<file path="config.mk">
export PLATFORM = sky130hd
export DESIGN_NAME = jtframe_spi_dlmaster
export DESIGN_NICKNAME = d
export VERILOG_FILES = /design/src/rtl/jtframe_spidl_pkg.sv /design/src/rtl/jtframe_spidl_shift.sv /design/src/rtl/jtframe_spi_dlmaster.sv
export SDC_FILE = /design/constraint.sdc
export NUM_CORES = 1
export LEC_CHECK = 0
export CORE_ASPECT_RATIO = 1.1
export CORE_UTILIZATION = 45
export DETAILED_ROUTE_END_ITERATION = 16
export PLACE_DENSITY_LB_ADDON = 0.12
export SLEW_MARGIN = 0
export SYNTH_ARGS = -nofsm -noshare
export SYNTH_HDL_FRONTEND = slang
export SYNTH_SLANG_ARGS = --single-unit
export TNS_END_PERCENT = 30
</file>
<file path="constraint.sdc">
create_clock -name clk_sys -period 2.4 [get_ports clk_sys]
set_input_delay 0.24 -clock clk_sys [delete_from_list [all_inputs] [get_ports clk_sys]]
set_output_delay 0.24 -clock clk_sys [all_outputs]
set_load 0.01 [all_outputs]
</file>
<file path="src/rtl/jtframe_spidl_pkg.sv">
// jtframe_spidl_pkg
// Shared definitions for the data_io download SPI master:
//   - data_io command bytes and file start/end markers
//   - frame FSM state encoding
//   - helpers giving the state that follows a given one and the command
//     byte that opens each frame
// Optional feature macro used by the files importing this package:
//   JTFRAME_SPIDL_READBACK_EN (MISO capture of payload bytes)
package jtframe_spidl_pkg;

  localparam logic [7:0] CMD_INDEX = 8'h55;
  localparam logic [7:0] CMD_TX    = 8'h53;
  localparam logic [7:0] CMD_TXDAT = 8'h54;
  localparam logic [7:0] TX_START  = 8'hFF;
  localparam logic [7:0] TX_END    = 8'h00;

  typedef enum logic [3:0] {
    ST_IDLE,
    ST_IDX,
    ST_GAP1,
    ST_STA,
    ST_GAP2,
    ST_DAT,
    ST_GAP3,
    ST_END,
    ST_GAP4,
    ST_DONE
  } state_t;

  // The download is a fixed chain of frames and gaps
  function automatic state_t next_state(input state_t s);
    case (s)
      ST_IDLE: next_state = ST_IDX;
      ST_IDX:  next_state = ST_GAP1;
      ST_GAP1: next_state = ST_STA;
      ST_STA:  next_state = ST_GAP2;
      ST_GAP2: next_state = ST_DAT;
      ST_DAT:  next_state = ST_GAP3;
      ST_GAP3: next_state = ST_END;
      ST_END:  next_state = ST_GAP4;
      ST_GAP4: next_state = ST_DONE;
      default: next_state = ST_IDLE;
    endcase
  endfunction

  // First byte sent when a frame state is entered
  function automatic logic [7:0] frame_cmd(input state_t s);
    case (s)
      ST_IDX:  frame_cmd = CMD_INDEX;
      ST_DAT:  frame_cmd = CMD_TXDAT;
      default: frame_cmd = CMD_TX;
    endcase
  endfunction

endpackage

</file>
<file path="src/rtl/jtframe_spidl_shift.sv">
// jtframe_spidl_shift
// Byte shifter and SCK generator for SPI mode 0, MSB first.
// Each bit cell is CLKDIV cycles with SCK low (MOSI set at the start of the
// low phase) followed by CLKDIV cycles with SCK high. A load restarts the
// divider from zero, so a frame always begins with a full low phase.
// Ports:
//   clk_sys, rst        clock, asynchronous active-high reset
//   load, load_byte     start shifting a new byte (accepted when idle or in
//                       the cycle byte_done is high)
//   load_payload        marks the loaded byte as payload (readback only)
//   miso                slave data in (readback only)
//   rd_data, rd_valid   captured payload byte and one-cycle strobe
//                       (readback only)
//   sck, mosi           SPI clock and data out
//   active              a byte is being shifted
//   byte_done           the final SCK fall of the byte happens at the next
//                       edge; a load in this cycle chains without a gap
// Optional feature macro: JTFRAME_SPIDL_READBACK_EN
module jtframe_spidl_shift #(
  parameter int CLKDIV = 4
) (
  input  logic       clk_sys,
  input  logic       rst,
  input  logic       load,
  input  logic [7:0] load_byte,
`ifdef JTFRAME_SPIDL_READBACK_EN
  input  logic       load_payload,
  input  logic       miso,
  output logic [7:0] rd_data,
  output logic       rd_valid,
`endif
  output logic       sck,
  output logic       mosi,
  output logic       active,
  output logic       byte_done
);

  localparam int DW = (CLKDIV > 1) ? $clog2(CLKDIV) : 1;
  localparam logic [DW-1:0] DIV_LAST = DW'(CLKDIV - 1);

  logic [7:0]    sr_reg;
  logic [2:0]    bit_reg;
  logic [DW-1:0] div_reg;
  logic          sck_reg;
  logic          mosi_reg;
  logic          active_reg;
  logic          phase_end;

`ifdef JTFRAME_SPIDL_READBACK_EN
  logic          payload_reg;
  logic [7:0]    cap_reg;
  logic [7:0]    rd_data_reg;
  logic          rd_valid_reg;
  assign rd_data  = rd_data_reg;
  assign rd_valid = rd_valid_reg;
`endif

  assign phase_end = active_reg && (div_reg == DIV_LAST);
  assign byte_done = phase_end && sck_reg && (bit_reg == 3'd7);
  assign sck       = sck_reg;
  assign mosi      = mosi_reg;
  assign active    = active_reg;

  always_ff @(posedge clk_sys or posedge rst) begin
    if (rst) begin
      sr_reg       <= 8'h00;
      bit_reg      <= 3'd0;
      div_reg      <= '0;
      sck_reg      <= 1'b0;
      mosi_reg     <= 1'b0;
      active_reg   <= 1'b0;
`ifdef JTFRAME_SPIDL_READBACK_EN
      payload_reg  <= 1'b0;
      cap_reg      <= 8'h00;
      rd_data_reg  <= 8'h00;
      rd_valid_reg <= 1'b0;
`endif
    end else begin
`ifdef JTFRAME_SPIDL_READBACK_EN
      rd_valid_reg <= 1'b0;
`endif
      if (load) begin
        // Load has priority: when chained it replaces the final SCK fall,
        // which the new byte's low phase continues seamlessly.
        sr_reg     <= load_byte;
        mosi_reg   <= load_byte[7];
        sck_reg    <= 1'b0;
        div_reg    <= '0;
        bit_reg    <= 3'd0;
        active_reg <= 1'b1;
`ifdef JTFRAME_SPIDL_READBACK_EN
        payload_reg <= load_payload;
`endif
      end else if (active_reg) begin
        if (phase_end) begin
          div_reg <= '0;
          if (!sck_reg) begin
            sck_reg <= 1'b1;
`ifdef JTFRAME_SPIDL_READBACK_EN
            cap_reg <= {cap_reg[6:0], miso};
            if (payload_reg && bit_reg == 3'd7) begin
              rd_data_reg  <= {cap_reg[6:0], miso};
              rd_valid_reg <= 1'b1;
            end
`endif
          end else begin
            sck_reg <= 1'b0;
            if (bit_reg == 3'd7) begin
              active_reg <= 1'b0;
            end else begin
              bit_reg  <= bit_reg + 3'd1;
              sr_reg   <= {sr_reg[6:0], 1'b0};
              mosi_reg <= sr_reg[6];
            end
          end
        end else begin
          div_reg <= div_reg + 1'b1;
        end
      end
    end
  end

endmodule

</file>
<file path="src/rtl/jtframe_spi_dlmaster.sv">
// jtframe_spi_dlmaster
// Host-side SPI master for the MiST data_io ROM download protocol. Sends
//   55 idx | 53 FF | 54 payload... | 53 00
// as four SS2-low frames separated by SSGAP-cycle SS2-high gaps, then pulses
// done. Payload arrives over a valid/ready byte stream ending at data_last.
// Ports:
//   clk_sys, rst          clock, asynchronous active-high reset
//   start, index          begin a download (IDLE only); index is captured
//   data, data_valid,
//   data_last, data_ready payload stream; data_ready marks the transfer
//   spi_sck, spi_ss2,
//   spi_di, spi_do        SPI pins (spi_do used only with readback)
//   busy, done            transfer in progress / end pulse
//   rd_data, rd_valid     MISO bytes captured during payload (readback only)
// Optional feature macro: JTFRAME_SPIDL_READBACK_EN
module jtframe_spi_dlmaster
  import jtframe_spidl_pkg::*;
#(
  parameter int CLKDIV = 4,
  parameter int SSGAP  = 8
) (
  input  logic       clk_sys,
  input  logic       rst,
  input  logic       start,
  input  logic [7:0] index,
  input  logic [7:0] data,
  input  logic       data_valid,
  input  logic       data_last,
  output logic       data_ready,
  output logic       spi_sck,
  output logic       spi_ss2,
  output logic       spi_di,
  input  logic       spi_do,
  output logic       busy,
  output logic       done
`ifdef JTFRAME_SPIDL_READBACK_EN
  ,
  output logic [7:0] rd_data,
  output logic       rd_valid
`endif
);

  localparam int CMAX = (SSGAP > CLKDIV) ? SSGAP : CLKDIV;
  localparam int CW   = (CMAX > 1) ? $clog2(CMAX) : 1;
  localparam logic [CW-1:0] GAP_LAST  = CW'(SSGAP - 1);
  localparam logic [CW-1:0] TAIL_LAST = CW'(CLKDIV - 1);

  state_t        state_reg;
  logic [7:0]    index_reg;
  logic [CW-1:0] cnt_reg;
  logic          byte_sel_reg;   // second byte of a two-byte frame loaded
  logic          tail_reg;       // last byte out, holding SS2 low CLKDIV cycles
  logic          last_seen_reg;  // byte with data_last already accepted
  logic          ss_reg;
  logic          busy_reg;
  logic          done_reg;

  logic          load;
  logic [7:0]    load_byte;
  logic          sh_active;
  logic          byte_done;

  // Loads are decided combinationally so that a new byte enters the shifter
  // on the same edge as the previous byte's final SCK fall (or as SS2 falls).
  always_comb begin
    load       = 1'b0;
    load_byte  = 8'h00;
    data_ready = 1'b0;
    case (state_reg)
      ST_IDLE: begin
        if (start) begin
          load      = 1'b1;
          load_byte = CMD_INDEX;
        end
      end
      ST_IDX, ST_STA, ST_END: begin
        if (!tail_reg && byte_done && !byte_sel_reg) begin
          load      = 1'b1;
          load_byte = (state_reg == ST_IDX) ? index_reg :
                      (state_reg == ST_STA) ? TX_START : TX_END;
        end
      end
      ST_GAP1, ST_GAP2, ST_GAP3: begin
        if (cnt_reg == GAP_LAST) begin
          load      = 1'b1;
          load_byte = frame_cmd(next_state(state_reg));
        end
      end
      ST_DAT: begin
        // The command byte is loaded on entry, so an empty shifter here
        // always means payload is due; whole bytes only.
        if (!tail_reg && !last_seen_reg && data_valid &&
            (byte_done || !sh_active)) begin
          data_ready = 1'b1;
          load       = 1'b1;
          load_byte  = data;
        end
      end
      default: ;
    endcase
  end

  always_ff @(posedge clk_sys or posedge rst) begin
    if (rst) begin
      state_reg     <= ST_IDLE;
      index_reg     <= 8'h00;
      cnt_reg       <= '0;
      byte_sel_reg  <= 1'b0;
      tail_reg      <= 1'b0;
      last_seen_reg <= 1'b0;
      ss_reg        <= 1'b1;
      busy_reg      <= 1'b0;
      done_reg      <= 1'b0;
    end else begin
      case (state_reg)
        ST_IDLE: begin
          if (start) begin
            index_reg     <= index;
            ss_reg        <= 1'b0;
            busy_reg      <= 1'b1;
            byte_sel_reg  <= 1'b0;
            tail_reg      <= 1'b0;
            last_seen_reg <= 1'b0;
            cnt_reg       <= '0;
            state_reg     <= ST_IDX;
          end
        end
        ST_IDX, ST_STA, ST_DAT, ST_END: begin
          if (!tail_reg) begin
            if (state_reg == ST_DAT) begin
              if (data_ready && data_last) last_seen_reg <= 1'b1;
              if (byte_done && last_seen_reg) begin
                tail_reg <= 1'b1;
                cnt_reg  <= '0;
              end
            end else if (byte_done) begin
              if (!byte_sel_reg) begin
                byte_sel_reg <= 1'b1;
              end else begin
                tail_reg <= 1'b1;
                cnt_reg  <= '0;
              end
            end
          end else if (cnt_reg == TAIL_LAST) begin
            ss_reg    <= 1'b1;
            tail_reg  <= 1'b0;
            cnt_reg   <= '0;
            state_reg <= next_state(state_reg);
          end else begin
            cnt_reg <= cnt_reg + 1'b1;
          end
        end
        ST_GAP1, ST_GAP2, ST_GAP3, ST_GAP4: begin
          if (cnt_reg == GAP_LAST) begin
            cnt_reg      <= '0;
            byte_sel_reg <= 1'b0;
            if (state_reg == ST_GAP4) begin
              done_reg  <= 1'b1;
              state_reg <= ST_DONE;
            end else begin
              ss_reg    <= 1'b0;
              state_reg <= next_state(state_reg);
            end
          end else begin
            cnt_reg <= cnt_reg + 1'b1;
          end
        end
        ST_DONE: begin
          done_reg  <= 1'b0;
          busy_reg  <= 1'b0;
          state_reg <= ST_IDLE;
        end
        default: state_reg <= ST_IDLE;
      endcase
    end
  end

  assign spi_ss2 = ss_reg;
  assign busy    = busy_reg;
  assign done    = done_reg;

`ifdef JTFRAME_SPIDL_READBACK_EN
  logic load_payload;
  // Payload loads are exactly the accepted stream transfers
  assign load_payload = data_ready;
`else
  logic unused_spi_do;
  assign unused_spi_do = spi_do;
`endif

  jtframe_spidl_shift #(
    .CLKDIV       (CLKDIV)
  ) u_shift (
    .clk_sys      (clk_sys),
    .rst          (rst),
    .load         (load),
    .load_byte    (load_byte),
`ifdef JTFRAME_SPIDL_READBACK_EN
    .load_payload (load_payload),
    .miso         (spi_do),
    .rd_data      (rd_data),
    .rd_valid     (rd_valid),
`endif
    .sck          (spi_sck),
    .mosi         (spi_di),
    .active       (sh_active),
    .byte_done    (byte_done)
  );

endmodule

</file>
# After elaboration in Yosys (flattened, before gate mapping)
# Memory sizes are Yosys's and may differ from the RTL's.
# Index checks and enable logic that the tools add are counted.
[word_totals] word_cells=174 inputBits=22 mem_bits_ro=192 register_bits=36 mem_count=3
[classes] n_eq_ne=30 reduce_logical=38 n_addsub=3 n_mux=85
[mem_list] memory="(no name shown)" depth=16 width=4 rd=1 rd_ports_with_merged_regs=0 wr=0 line_no="jtframe_spidl_pkg.sv:32" rtl="case (s)"
[mem_list] memory="(no name shown)" depth=16 width=4 rd=1 rd_ports_with_merged_regs=0 wr=0 line_no="jtframe_spidl_pkg.sv:32"
[mem_list] memory="(no name shown)" depth=16 width=4 rd=1 rd_ports_with_merged_regs=0 wr=0 line_no="jtframe_spidl_pkg.sv:32"
[op_table] op="7-bit 2-to-1 mux" count=7
[op_table] op="1-bit 2-to-1 mux" count=40
[op_table] op="3-bit 2-to-1 mux" count=13
[op_table] op="8-bit 2-to-1 mux" count=4
[op_table] op="8-bit case mux with 4 select lines" count=1
[op_table] op="4-bit 2-to-1 mux" count=7
[op_table] op="2-bit != test, second input constant" count=12
[op_table] op="4-bit by 3-bit equality test with 1-bit output, second input constant" count=5
[op_table] op="4-bit != test, second input constant" count=3
[op_table] op="4-bit case mux with 3 select lines" count=1
[op_table] op="6-bit AND reduction" count=2
[op_table] op="2-bit nonzero test" count=6
[op_table] op="1-bit logical AND" count=10
[op_table] op="5-bit AND reduction" count=2
[op_table] op="3-bit case mux with 3 select lines" count=1
[op_table] op="4-bit by 1-bit equality test with 1-bit output, second input constant" count=2
[op_table] op="4-bit by 2-bit equality test with 1-bit output, second input constant" count=2
[op_table] op="4-bit equality test, second input constant" count=2
[op_table] op="1-bit case mux with 2 select lines" count=4
[op_table] op="2-bit AND reduction" count=4
[op_table] op="4-bit AND reduction" count=2
[op_table] op="4-bit OR reduction" count=2
[op_table] op="3-bit by 1-bit adder with 3-bit output, second input constant" count=2
[op_table] op="3-bit equality test, second input constant" count=2
[op_table] op="13 further kinds" count=20

# Depth between registers and ports, before layout
# Gate-level depths: netlist (run 1).
[logic_depth] ltp_word=13 mapped_depth=8 ltp_nobuf=7

# Hierarchy
# A second synthesis (run 1) with hierarchy kept.
[unflattened] cells_unflattened=235 area_unflattened_um2=2259.7
[modules_own_cells] module="jtframe_spi_dlmaster" cells_per_inst=170 n_inst=1 seq_area_each_um2=526.8 area_each_um2=1560.2
[modules_own_cells] module="jtframe_spidl_shift" cells_per_inst=65 n_inst=1 seq_area_each_um2=375.4 area_each_um2=699.4

# Worst setup path after synthesis (run 1)
# OpenSTA, ideal clock, no wires.
[synth_path] path_type="flip-flop to flip-flop" start="register cnt_reg[0]" end="register state_reg[0]" t_arrival_ps=1843 stages_incl_launch_ff=8 path_buffers=1 t_required_ps=2272 setup_slack_ps=430 path_cell_list="dfrtp_1 > ha_1 > ha_1 > buf_2 > nor4bb_1 > a211o_1 > or2_1 > mux2_1"
[synth_via] elab_chain_cells=3 elab_cells_between_ends=5
[synth_lines] element="from (decl)" line_no="jtframe_spi_dlmaster.sv:50" rtl="logic [CW-1:0] cnt_reg;"
[synth_lines] element="from (signal assigned)" line_no="jtframe_spi_dlmaster.sv:150" rtl="cnt_reg <= cnt_reg + 1'b1;"
[synth_lines] element="from (signal assigned)" line_no="jtframe_spi_dlmaster.sv:165" rtl="cnt_reg <= cnt_reg + 1'b1;"
[synth_lines] element="3-bit by 2-bit equality test with 1-bit output / 3-bit equality test (equally long branches)" line_no="jtframe_spi_dlmaster.sv:144, jtframe_spi_dlmaster.sv:154"
[synth_lines] element="2-bit != test (no line)"
[synth_lines] element="4-bit AND reduction (no line) *"
[synth_lines] element="to (signal assigned)" line_no="jtframe_spi_dlmaster.sv:148" rtl="state_reg <= next_state(state_reg);"
[synth_lines] element="to (signal assigned)" line_no="jtframe_spi_dlmaster.sv:162" rtl="state_reg <= next_state(state_reg);"
[synth_lines] element="to (decl)" line_no="jtframe_spi_dlmaster.sv:48" rtl="state_t state_reg;"
# Every way passes the cells marked *; elsewhere a longest branch is shown, timed or not.
# A chain may end at the register's enable or synchronous reset.

# Worst setup path in the final report (run 1)
[layout_path] start="register state_reg[0]" end="output port data_ready"
[layout_via] elab_chain_cells=2
[layout_lines] element="4-bit by 3-bit equality test with 1-bit output" line_no="jtframe_spi_dlmaster.sv:69" rtl="case (state_reg)"
[layout_lines] element="1-bit 2-to-1 mux" line_no="jtframe_spi_dlmaster.sv:69"
[layout_lines] element="to (decl)" line_no="jtframe_spi_dlmaster.sv:29" rtl="output logic data_ready,"
# No other way between the ends.

==> results of run 1 <==
-- synth_stat cells, drive strengths merged (2+ instances only) --
master and instances:
nand3b 2, a22o 2, a211oi 3, nor3b 3, and3 2, nand2 19
a21oi 8, nand2b 4, a22oi 4, or3 2, nand3 2, inv 12
o31ai 5, nor2 9, nor3 3, ha 12, a21o 3, dfrtp 35
buf 13, o21bai 2, o21ai 7, nor4b 3, a2111oi 7, o41ai 2
xor2 3, or2 4, nor2b 5, mux2 13, a211o 2, clkbuf 2
mux2i 17
-- area by class of cell --
cell class,instances,area (sq um),share of cell area (%)
tap,58,72.6,2.52
inverter,12,45.0,1.56
multi-input combinational,168,1360,47.2
sequential,36,902,31.3
clock inverter,3,42.5,1.48
clock buffer,5,68.8,2.39
timing repair buffer,43,388,13.5
-- layout by cell type, fill, tap and decap left out, types with 2 or more instances in the layout --
master,count
o31ai_1,5
a2111oi_0,6
nor4b_1,3
and3_1,2
buf_4,17
a21oi_1,7
o21ai_0,5
nand2_1,19
ha_1,9
or3_1,2
dfrtp_1,35
nor3_2,2
a22o_1,2
mux2i_1,17
clkdlybuf4s50_1,26
o21ai_1,2
a211oi_1,3
a211o_1,2
inv_1,11
a22oi_1,4
ha_2,2
o41ai_1,2
nor2_1,9
nor3b_1,2
clkbuf_8,5
mux2_2,12
nor2b_1,5
a21o_1,3
o21bai_1,2
nand2b_1,4
xor2_1,3
or2_2,3
-- stage by stage --
step           power (uW)  std cells  hold WS [ns]  setup TNS [ns]
2_1_floorplan        2140        231         0.391               0
3_3_place_gp         2520        316         0.482               0
3_5_place_dp         2550        316         0.487               0
4_1_cts              3100        325         0.372               0
5_1_grt              3350        325         0.434       -0.000225
6_report             3100        325         0.347               0
-- power by group through the flow --
stage          combinational [uW]  clock (uW)  sequential, uW
2_1_floorplan                1150           0             985
3_3_place_gp                 1510           0            1010
3_5_place_dp                 1540           0            1020
4_1_cts                      1550         549            1010
5_1_grt                      1730         572            1050
6_report                     1550         539            1010
-- routing by layer --
metal  vias up  global-route usage [%]  part of all wire, %
li1        921                       -                    -
met1       905                    26.6                   48
met2        28                    34.0                   48
met3         9                    3.98                  2.3
met4         0                    6.20                  1.6
met5         -                       0                    0
-- timing repair --
item / in CTS / in global routing
buffers inserted: 1 / 0
hold buffers: 0 / 0
setup endpoints to repair: 1 / 1
gates cloned: 0 / 0
pin swaps: 1 / 0
gates resized for setup: 1 / 4
-- worst max path at each step --
stage,slack (ns),from,to,cells after the start
2_1_floorplan,0.43,cnt_reg[0]$_DFFE_PP0P_,state_reg[0]$_DFFE_PP0P_,7
3_5_place_dp,0.14,data_valid,data_ready,5
5_1_grt,-0.0002,u_shift.bit_reg[0]$_DFFE_PP0P_,data_ready,6
6_report,0.1,state_reg[0]$_DFFE_PP0P_,data_ready,5
3_3_place_gp,0.12,data_valid,data_ready,5
4_1_cts,0.03,u_shift.bit_reg[0]$_DFFE_PP0P_,data_ready,6
-- worst max-delay path, delay by kind of cell, from the launching register on --
| kind | cells | cell delay [ns] |
|---|---|---|
| AND/OR/NAND/NOR | 1 | 0.08 |
| flip-flops | 1 | 0.53 |
| adder cells (fa/ha/maj) | 1 | 0.25 |
| buffers and inverters | 2 | 0.60 |
| AO/OA/AOI/OAI | 1 | 0.31 |
-- cells by family after synthesis --
kind of cell	count (synthesis)	share of synthesized area, %
AOI/OAI and AO/OA	58	18.8
xor gates and xnor gates	3	1.10
adders and majority gates	12	6.31
buffers and inverters	27	5.94
DFF	36	37.9
muxes	30	13.3
and+or+nand+nor	65	16.7
==> key figures, run 1 <==
Critical path
  – Startpoint Class: flop
  – CP Class: reg2out
  – Crit-path cells: ha_4 > nand3b_4 > a211o_1 > inv_2 > clkdlybuf4s50_1
  – Arr. time, crit path: between 2 and 2.5 ns
  – Crit. End Element: output pin
  – Cells on worst reg2reg path: 7
  – R2R Path Start: state_reg[0]$_DFFE_PP0P_
  – WP data required: 2.16 ns
  – CP peak stage delay: 0.53 ns
  – Crit path max fanout: 8
  – R2r setup slk: 0.15 ns
  – Slowest CP cell: dfrtp_1
  – R2R Path End: u_shift.sr_reg[2]$_DFFE_PP0P_

Finish
  – Fill cells: 448
  – Post-layout nets: 300
  – Cell area after layout: between 2000 and 3000 sq um
  – Layout area overhead: 20.9%
  – Layout cells sized above 1: 21.3%
  – Final Core Density: 57.2%
  – Diode count: 0
  – Max FFs per register: 8

Synth
  – Post-Synthesis Mean Instance Area: 10.3 sq um
  – Post-synth top area share: roughly 37%
  – Ys flop type: dfrtp_1
  – Area contributors post-synth: dfrtp_1 37%, mux2i_1 7.1%, ha_1 6.3%, mux2_2 5.7%, nand2_1 3.0%
  – Synth unique cells: 65
  – Seq cells post-synth: 36
  – Post-synth EDFFs: 0
  – Post-synth ARST share: 100%
  – Register area share after synthesis: 37.9%
  – Post-Syn Area: 2380 sq um
  – Leading area contributor after synthesis: dfrtp_1
  – Synthesized instance count: 231
  – Synthesis Warnings: 0
  – Net count after synthesis: 265

Placement
  – Dpl cell area: 2740 sq um
  – Routability Congestion: 0.755
  – Pre-CTS WS: 0.138 ns
  – IO buf count: 26
  – Final HPWL DP: 3760 um

Pwr
  – Sw frac: 38.5%
  – Int Pwr: roughly 1900 uW
  – Pwr Density: 1080 nW/um^2
  – Lkg Pwr: 0.00134 uW
  – Sw power: 1200 uW
  – Clock power share: 17.4%
  – Sequential cell fraction of total power: 32.7%
  – Worst vdd ir: 574 uV
  – Comb power frac: 50.0%

Floorplanning
  – IO Count: 28
  – Initial core utilization: 47.3%
  – Die ar.: about 5600 sq um
  – Rows: 27
  – Core Footprint: 5030 sq um
  – Die span in x: 71.4 um
  – Die Span Y: between 70 and 80 um

Routing
  – Post-route ant nets: 0
  – Total Routed Length: 5120 um
  – Wire per inst: 15.7 um
  – DR vias: 1,863
  – Post-route DRC: 2
  – Initial DRC Count: 54
  – DRT Pass-1 Iters: 10
  – Vias/cell: between 5 and 6

STA
  – Slew margin rel.: 59.9%
  – Setup ws final: ~0.095 ns
  – Layout Skew: 0.00847 ns
  – Worst Tran Pin Value: between 0.5 and 0.6 ns
  – Crit path time final: approximately 2.3 ns
  – Upper clock frequency limit: 434 MHz
  – Max-slew violations: 0
  – Final setup viols: 0
  – Unrepaired setup endpoints after global routing: true
  – Period Utilization, post-route: a little over nine tenths
  – Final hold vios: 0

Status
  – Outcome: complete, but fails checks
  – Failing checks: DRC

Clock network
  – H-tree depth: 2
  – Inserted Clock Buffers: 5
  – TritonCTS clock tree: done
  – CTS root buffer: clkbuf_8
  – Worst skew pair latency: 0.29 ns
  – CTS clk-pin slew, worst paths: 0.07 ns
  – Clock Sinks: 36
  – Clk buf depth: 2

GRT
  – Number of global-route vias before repair: 1,911
  – First-pass GRT wire length: ~9000 um
  – Initial antenna violation count: 0
  – Largest net degree at the start of global routing: 37
  – Overflow left after global routing: 0
  – Total Routing Usage GR: 20.4%

Flow run
  – Max-cap violations: 0

Hold path
  – Class of the worst hold path: in2async
No activity file was read; power rests on OpenSTA's default activity.
==> run 2: changes to the inputs <==
CTS_BUF_LIST = sky130_fd_sc_hd__clkbuf_16   (was unset)
==> run 2 against run 1 <==
The flow still finishes with violations (DRC). Hold slack improved by 0.027 ns. Cell count stayed put. Sequential power is essentially flat. Clock power grew 38%. Via count hardly changed. Combinational power barely moved. Register-to-register slack about the same. Clock-buffer cell count stayed put. Critical path type unchanged.
==> key figures, run 2 (synthesis gave the netlist of run 1 again) <==
Routing
  – DRT Pass-1 Iters: 10
  – Post-route DRC: 2
  – Wire per inst: roughly 16 um
  – DR vias: between 1,500 and 2,000
  – Vias/cell: 5.73
  – Total Routed Length: 5150 um
  – Post-route ant nets: 0
  – Initial DRC Count: 69

Critical path
  – Startpoint Class: flop
  – CP peak stage delay: 0.53 ns
  – Crit-path cells: ha_4 > nand3b_4 > a211o_1 > inv_2 > clkdlybuf4s50_1
  – Worst Path Buf+Inv: 2
  – Slowest CP cell: dfrtp_1
  – WP data required: 2.16 ns
  – CP Class: reg2out
  – Arr. time, crit path: between 2 and 2.5 ns
  – Crit. End Element: output pin
  – Crit path max fanout: 8
  – CP top delay family: buffers and inverters

GRT
  – Overflow left after global routing: 0
  – Initial antenna violation count: 0
  – First-pass GRT wire length: 9000 um
  – Largest net degree at the start of global routing: 37
  – Number of global-route vias before repair: around 1,900
  – Total Routing Usage GR: 20.4%

Clock network
  – Hold buffers post-CTS: 0
  – Worst skew pair latency: 0.28 ns
  – H-tree depth: 2
  – CTS clk-pin slew, worst paths: 0.06 ns
  – Inserted Clock Buffers: 5
  – Clock Sinks: 36
  – CTS root buffer: clkbuf_16
  – Clk buf depth: 2
  – TritonCTS clock tree: done

STA
  – Unrepaired setup endpoints after global routing: false
  – Upper clock frequency limit: 436 MHz
  – Final hold vios: 0
  – Final setup viols: 0
  – Crit path time final: 2.29 ns
  – Max-slew violations: 0
  – Setup ws final: 0.108 ns
  – Fin Setup TNS: 0 ns
  – Worst Tran Pin Value: between 0.6 and 0.7 ns
  – Layout Skew: 0.00619 ns
  – Slew margin rel.: 57.0%
  – Period Utilization, post-route: 95.5%

Floorplanning
  – Rows: 27
  – Die Span Y: 78.3 um
  – Die ar.: 5590 sq um
  – Initial core utilization: a little under half
  – Die span in x: between 70 and 80 um
  – IO Count: 28
  – Core Footprint: 5030 sq um

Placement
  – Final HPWL DP: 3760 um
  – Dpl cell area: 2740 sq um
  – Pre-CTS WS: 0.138 ns
  – IO buf count: 26
  – Routability Congestion: 0.755

Pwr
  – Sequential cell fraction of total power: 30.7%
  – Pwr Total: 3310 uW
  – Comb power frac: a little under half
  – Worst vdd ir: 756 uV
  – Sw frac: 36.9%
  – Sw power: 1220 uW
  – Pwr Density: 1130 nW/um^2
  – Int Pwr: 2090 uW
  – Clock power share: between 20% and 30%
  – Lkg Pwr: 0.00137 uW

Finish
  – Cell area after layout: 2930 sq um
  – Max FFs per register: 8
  – Final Core Density: 58.3%
  – Layout area overhead: 23.2%
  – Layout cells sized above 1: 21.0%
  – Commonest non-fill, non-tap cells in the layout: 35 x dfrtp_1, 26 x clkdlybuf4s50_1, 19 x nand2_1
  – Most common cell after layout, fill and taps aside: dfrtp_1
  – Post-layout nets: 300
  – Fill cells: 438
  – Diode count: 0

Status
  – Failing checks: DRC
  – Outcome: complete, but fails checks

Hold path
  – Class of the worst hold path: in2async

Flow run
  – Max-cap violations: 0
## run 2: layer usage
metal	GRT usage, %	routed length [um]
met2	34.7	2480
met4	7.40	82
met3	2.82	107
met1	26.4	2480
met5	0	0
## run 2: final timing paths
kind | startpoint | endpoint | slack [ns] | cells past startpoint
max | state_reg[0]$_DFFE_PP0P_ | data_ready | 0.11 | 5
min | rst | state_reg[3]$_DFFE_PP0P_ | 0.37 | 3
max in group asynchronous | rst | spi_ss2$_DFFE_PP1P_ | 1.67 | 3
max reg2reg | state_reg[0]$_DFFE_PP0P_ | u_shift.sr_reg[2]$_DFFE_PP0P_ | 0.14 | 7
min in group clk_sys | cnt_reg[0]$_DFFE_PP0P_ | cnt_reg[0]$_DFFE_PP0P_ | 0.49 | 1
min reg2reg | cnt_reg[0]$_DFFE_PP0P_ | cnt_reg[0]$_DFFE_PP0P_ | 0.49 | 1
## run 2: timing repair
action	4_1_cts	5_1_grt
gates resized for setup	2	2
endpoints found under the setup margin	1	3
setup buffers	1	0
pin swaps	1	0
## run 2: layout make-up
type	instances	area, sq um	area share (%)
clock inverters	3	42.5	1.45
multi-input cells	168	1360	46.3
well taps	58	72.6	2.47
clock buffers	5	125	4.27
repair buffers	43	388	13.2
flip-flops and latches	36	902	30.8
inverters	12	45.0	1.54
## run 2: worst min-delay path: cells and delay by family
family / cells / cell delay [ns]
buffers and inverters: 3 / 0.84
## run 2: metrics by stage
step,hold slack [ns],instances
floorplan,0.391,231
global placement,0.482,316
detailed placement,0.487,316
CTS,0.397,325
global route,0.465,325
finish,0.374,325
## run 2: power by group through the flow
stage	Sequential [uW]	Combinational, uW	Clock, uW
CTS	1010	1560	755
finish	1020	1550	742
global route	1050	1730	773
detailed placement	1020	1540	0
floorplan	985	1150	0
global placement	1010	1510	0
==> run 3: changes to the inputs <==
CAP_MARGIN = 15   (was unset)
CORE_MARGIN = 2   (was unset)
SLEW_MARGIN = unset   (was 0)
==> run 3 against run 2 <==
The run now ends clean. Sequential cell count did not move. Die area is 5.4% higher. Clock-buffer cell count unchanged. Register-to-register slack better by 0.09 ns. Sequential power hardly changed. Global-route usage is 1.4 points lower. Sequential share of layout area up 0.33 points. Fmax grew 0.40%. Cell area is 0.94% lower. First-iteration DRC count up 86%. Critical path type unchanged. Highest routed layer unchanged.
==> key figures, run 3 (synthesis gave the netlist of run 1 again) <==
STA
  – Max-slew violations: 0
  – Period Utilization, post-route: 95.1%
  – Worst Tran Pin Value: between 0.5 and 0.6 ns
  – Slew margin rel.: 61.2%
  – Crit path time final: 2.28 ns
  – Final hold vios: 0
  – Unrepaired setup endpoints after global routing: false
  – Fin Setup TNS: 0 ns
  – Layout Skew: around 0.0026 ns
  – Upper clock frequency limit: 438 MHz
  – Final setup viols: 0

Finish
  – Reg area: 903 sq um
  – Commonest non-fill, non-tap cells in the layout: 34 x dfrtp_1, 26 x clkdlybuf4s50_1, 19 x nand2_1
  – Post-layout nets: ~300
  – Diode count: 0
  – Layout cells sized above 1: 20.1%
  – Max FFs per register: 8
  – Layout area overhead: 22.0%
  – Area of the multi-input gates: about 1400 sq um
  – Most common cell after layout, fill and taps aside: dfrtp_1
  – Fill cells: 465
  – Cell area after layout: 2910 sq um

Clock network
  – TritonCTS clock tree: done
  – Clock Sinks: 36
  – Worst skew pair latency: 0.27 ns
  – CTS root buffer: clkbuf_16
  – H-tree depth: 2
  – Hold buffers post-CTS: 0
  – CTS clk-pin slew, worst paths: 0.05 ns
  – Clk buf depth: 2
  – Inserted Clock Buffers: 5

Pwr
  – Sw power: 1190 uW
  – Worst vdd ir: slightly below 600 uV
  – Lkg Pwr: around 0.0014 uW
  – Int Pwr: 2060 uW
  – Sw frac: 36.6%
  – Comb power frac: 46.4%
  – Clock power share: 22.2%
  – Sequential cell fraction of total power: 31.5%
  – Pwr Density: between 1000 and 1500 nW/um^2

Critical path
  – CP Class: reg2out
  – Startpoint Class: flop
  – R2r setup slk: 0.23 ns
  – Crit path max fanout: 7
  – Worst path most repeated cell: inv_2
  – Arr. time, crit path: 2.04 ns
  – Slowest CP cell: clkdlybuf4s50_1
  – Crit. End Element: output pin
  – R2R Path Start: state_reg[0]$_DFFE_PP0P_
  – WP data required: about 2.2 ns
  – CP startpoint: state_reg[1]$_DFFE_PP0P_
  – CP peak stage delay: between 0.5 and 0.6 ns
  – Crit-path cells: inv_2 > ha_4 > nand3b_4 > a211o_1 > inv_2 > clkdlybuf4s50_1

Routing
  – Post-route ant nets: 0
  – Post-route DRC: 0
  – DR vias: 1,834
  – Wire per inst: between 15 and 20 um
  – Vias/cell: 5.70
  – Initial DRC Count: 128
  – Total Routed Length: 4960 um
  – DRT Pass-1 Iters: 4

Floorplanning
  – Die ar.: 5890 sq um
  – IO Count: 28
  – Rows: 27
  – Initial core utilization: approximately 47%
  – Die span in x: 73.4 um
  – Die Span Y: about 80 um
  – Core Footprint: 5070 sq um

Hold path
  – Class of the worst hold path: in2async

Placement
  – IO buf count: 26
  – Final HPWL DP: 3580 um
  – Routability Congestion: between 0.7 and 0.8
  – Dpl cell area: 2720 sq um

Status
  – Outcome: completed

GRT
  – Overflow left after global routing: 0
  – Number of global-route vias before repair: 1,834
  – Initial antenna violation count: 0
  – Total Routing Usage GR: 19.0%
  – Largest net degree at the start of global routing: 37
  – First-pass GRT wire length: slightly below 9000 um

Flow run
  – Max-cap violations: 0
run 3: layout make-up:
| class | instances | area share [%] |
|---|---|---|
| inverter | 12 | 1.55 |
| tap | 58 | 2.50 |
| timing repair buffer | 40 | 12.6 |
| multi-input combinational | 168 | 46.6 |
| sequential | 36 | 31.1 |
| clock buffer | 5 | 4.31 |
| clock inverter | 3 | 1.34 |
run 3: power by group through the flow:
stage               clock [uW]  sequential [uW]  combinational, uW
floorplan                    0              985               1150
CTS                        740             1020               1510
finish                     721             1020               1510
detailed placement           0             1020               1490
global route               764             1060               1700
global placement             0             1020               1480
run 3: path summary, 6_finish.rpt:
kind                            cells past startpoint                       end
worst max register to register                      6  state_reg[0]$_DFFE_PP0P_
max in group asynchronous                           3       spi_ss2$_DFFE_PP1P_
worst min-delay path                                3  index_reg[7]$_DFFE_PP0P_
worst min register to register                      1    cnt_reg[0]$_DFFE_PP0P_
worst max-delay path                                6                data_ready
min in group clk_sys                                1    cnt_reg[0]$_DFFE_PP0P_
run 3: what timing repair did:
action                     CTS  global route
setup endpoints to repair    1             1
pin swaps                    0             1
resized for setup            1             4
setup buffers                0             0
cloned                       0             0
run 3: critical path, delay by kind of cell, from the launching register on:
family                   cells  cell delay [ns]
buffers and inverters        3             0.71
AND/OR/NAND/NOR              1             0.11
adder cells (fa/ha/maj)      1             0.18
AO/OA/AOI/OAI                1             0.33
flip-flops                   1             0.44
run 3: through the flow:
stage                     utilization, %  std cells  power (uW)  worst slack [ns]  hold WS, ns
final                               57.3        322        3250             0.117        0.373
after global routing                57.3        322        3520            0.0115        0.462
after CTS                           57.0        322        3270           0.00635        0.400
after detailed placement            53.7        314        2510             0.216        0.484
after global placement              53.7        314        2500             0.191        0.481
after floorplan                        -        231        2140             0.430        0.391
run 3: routing by layer:
| layer | part of all wire, % | track usage [%] | vias up |
|---|---|---|---|
| li1 | - | - | 923 |
| met1 | 49 | 25.6 | 884 |
| met2 | 48 | 31.2 | 23 |
| met3 | 2.4 | 3.76 | 4 |
| met4 | 0.87 | 4.91 | 0 |
| met5 | 0 | 0 | - |
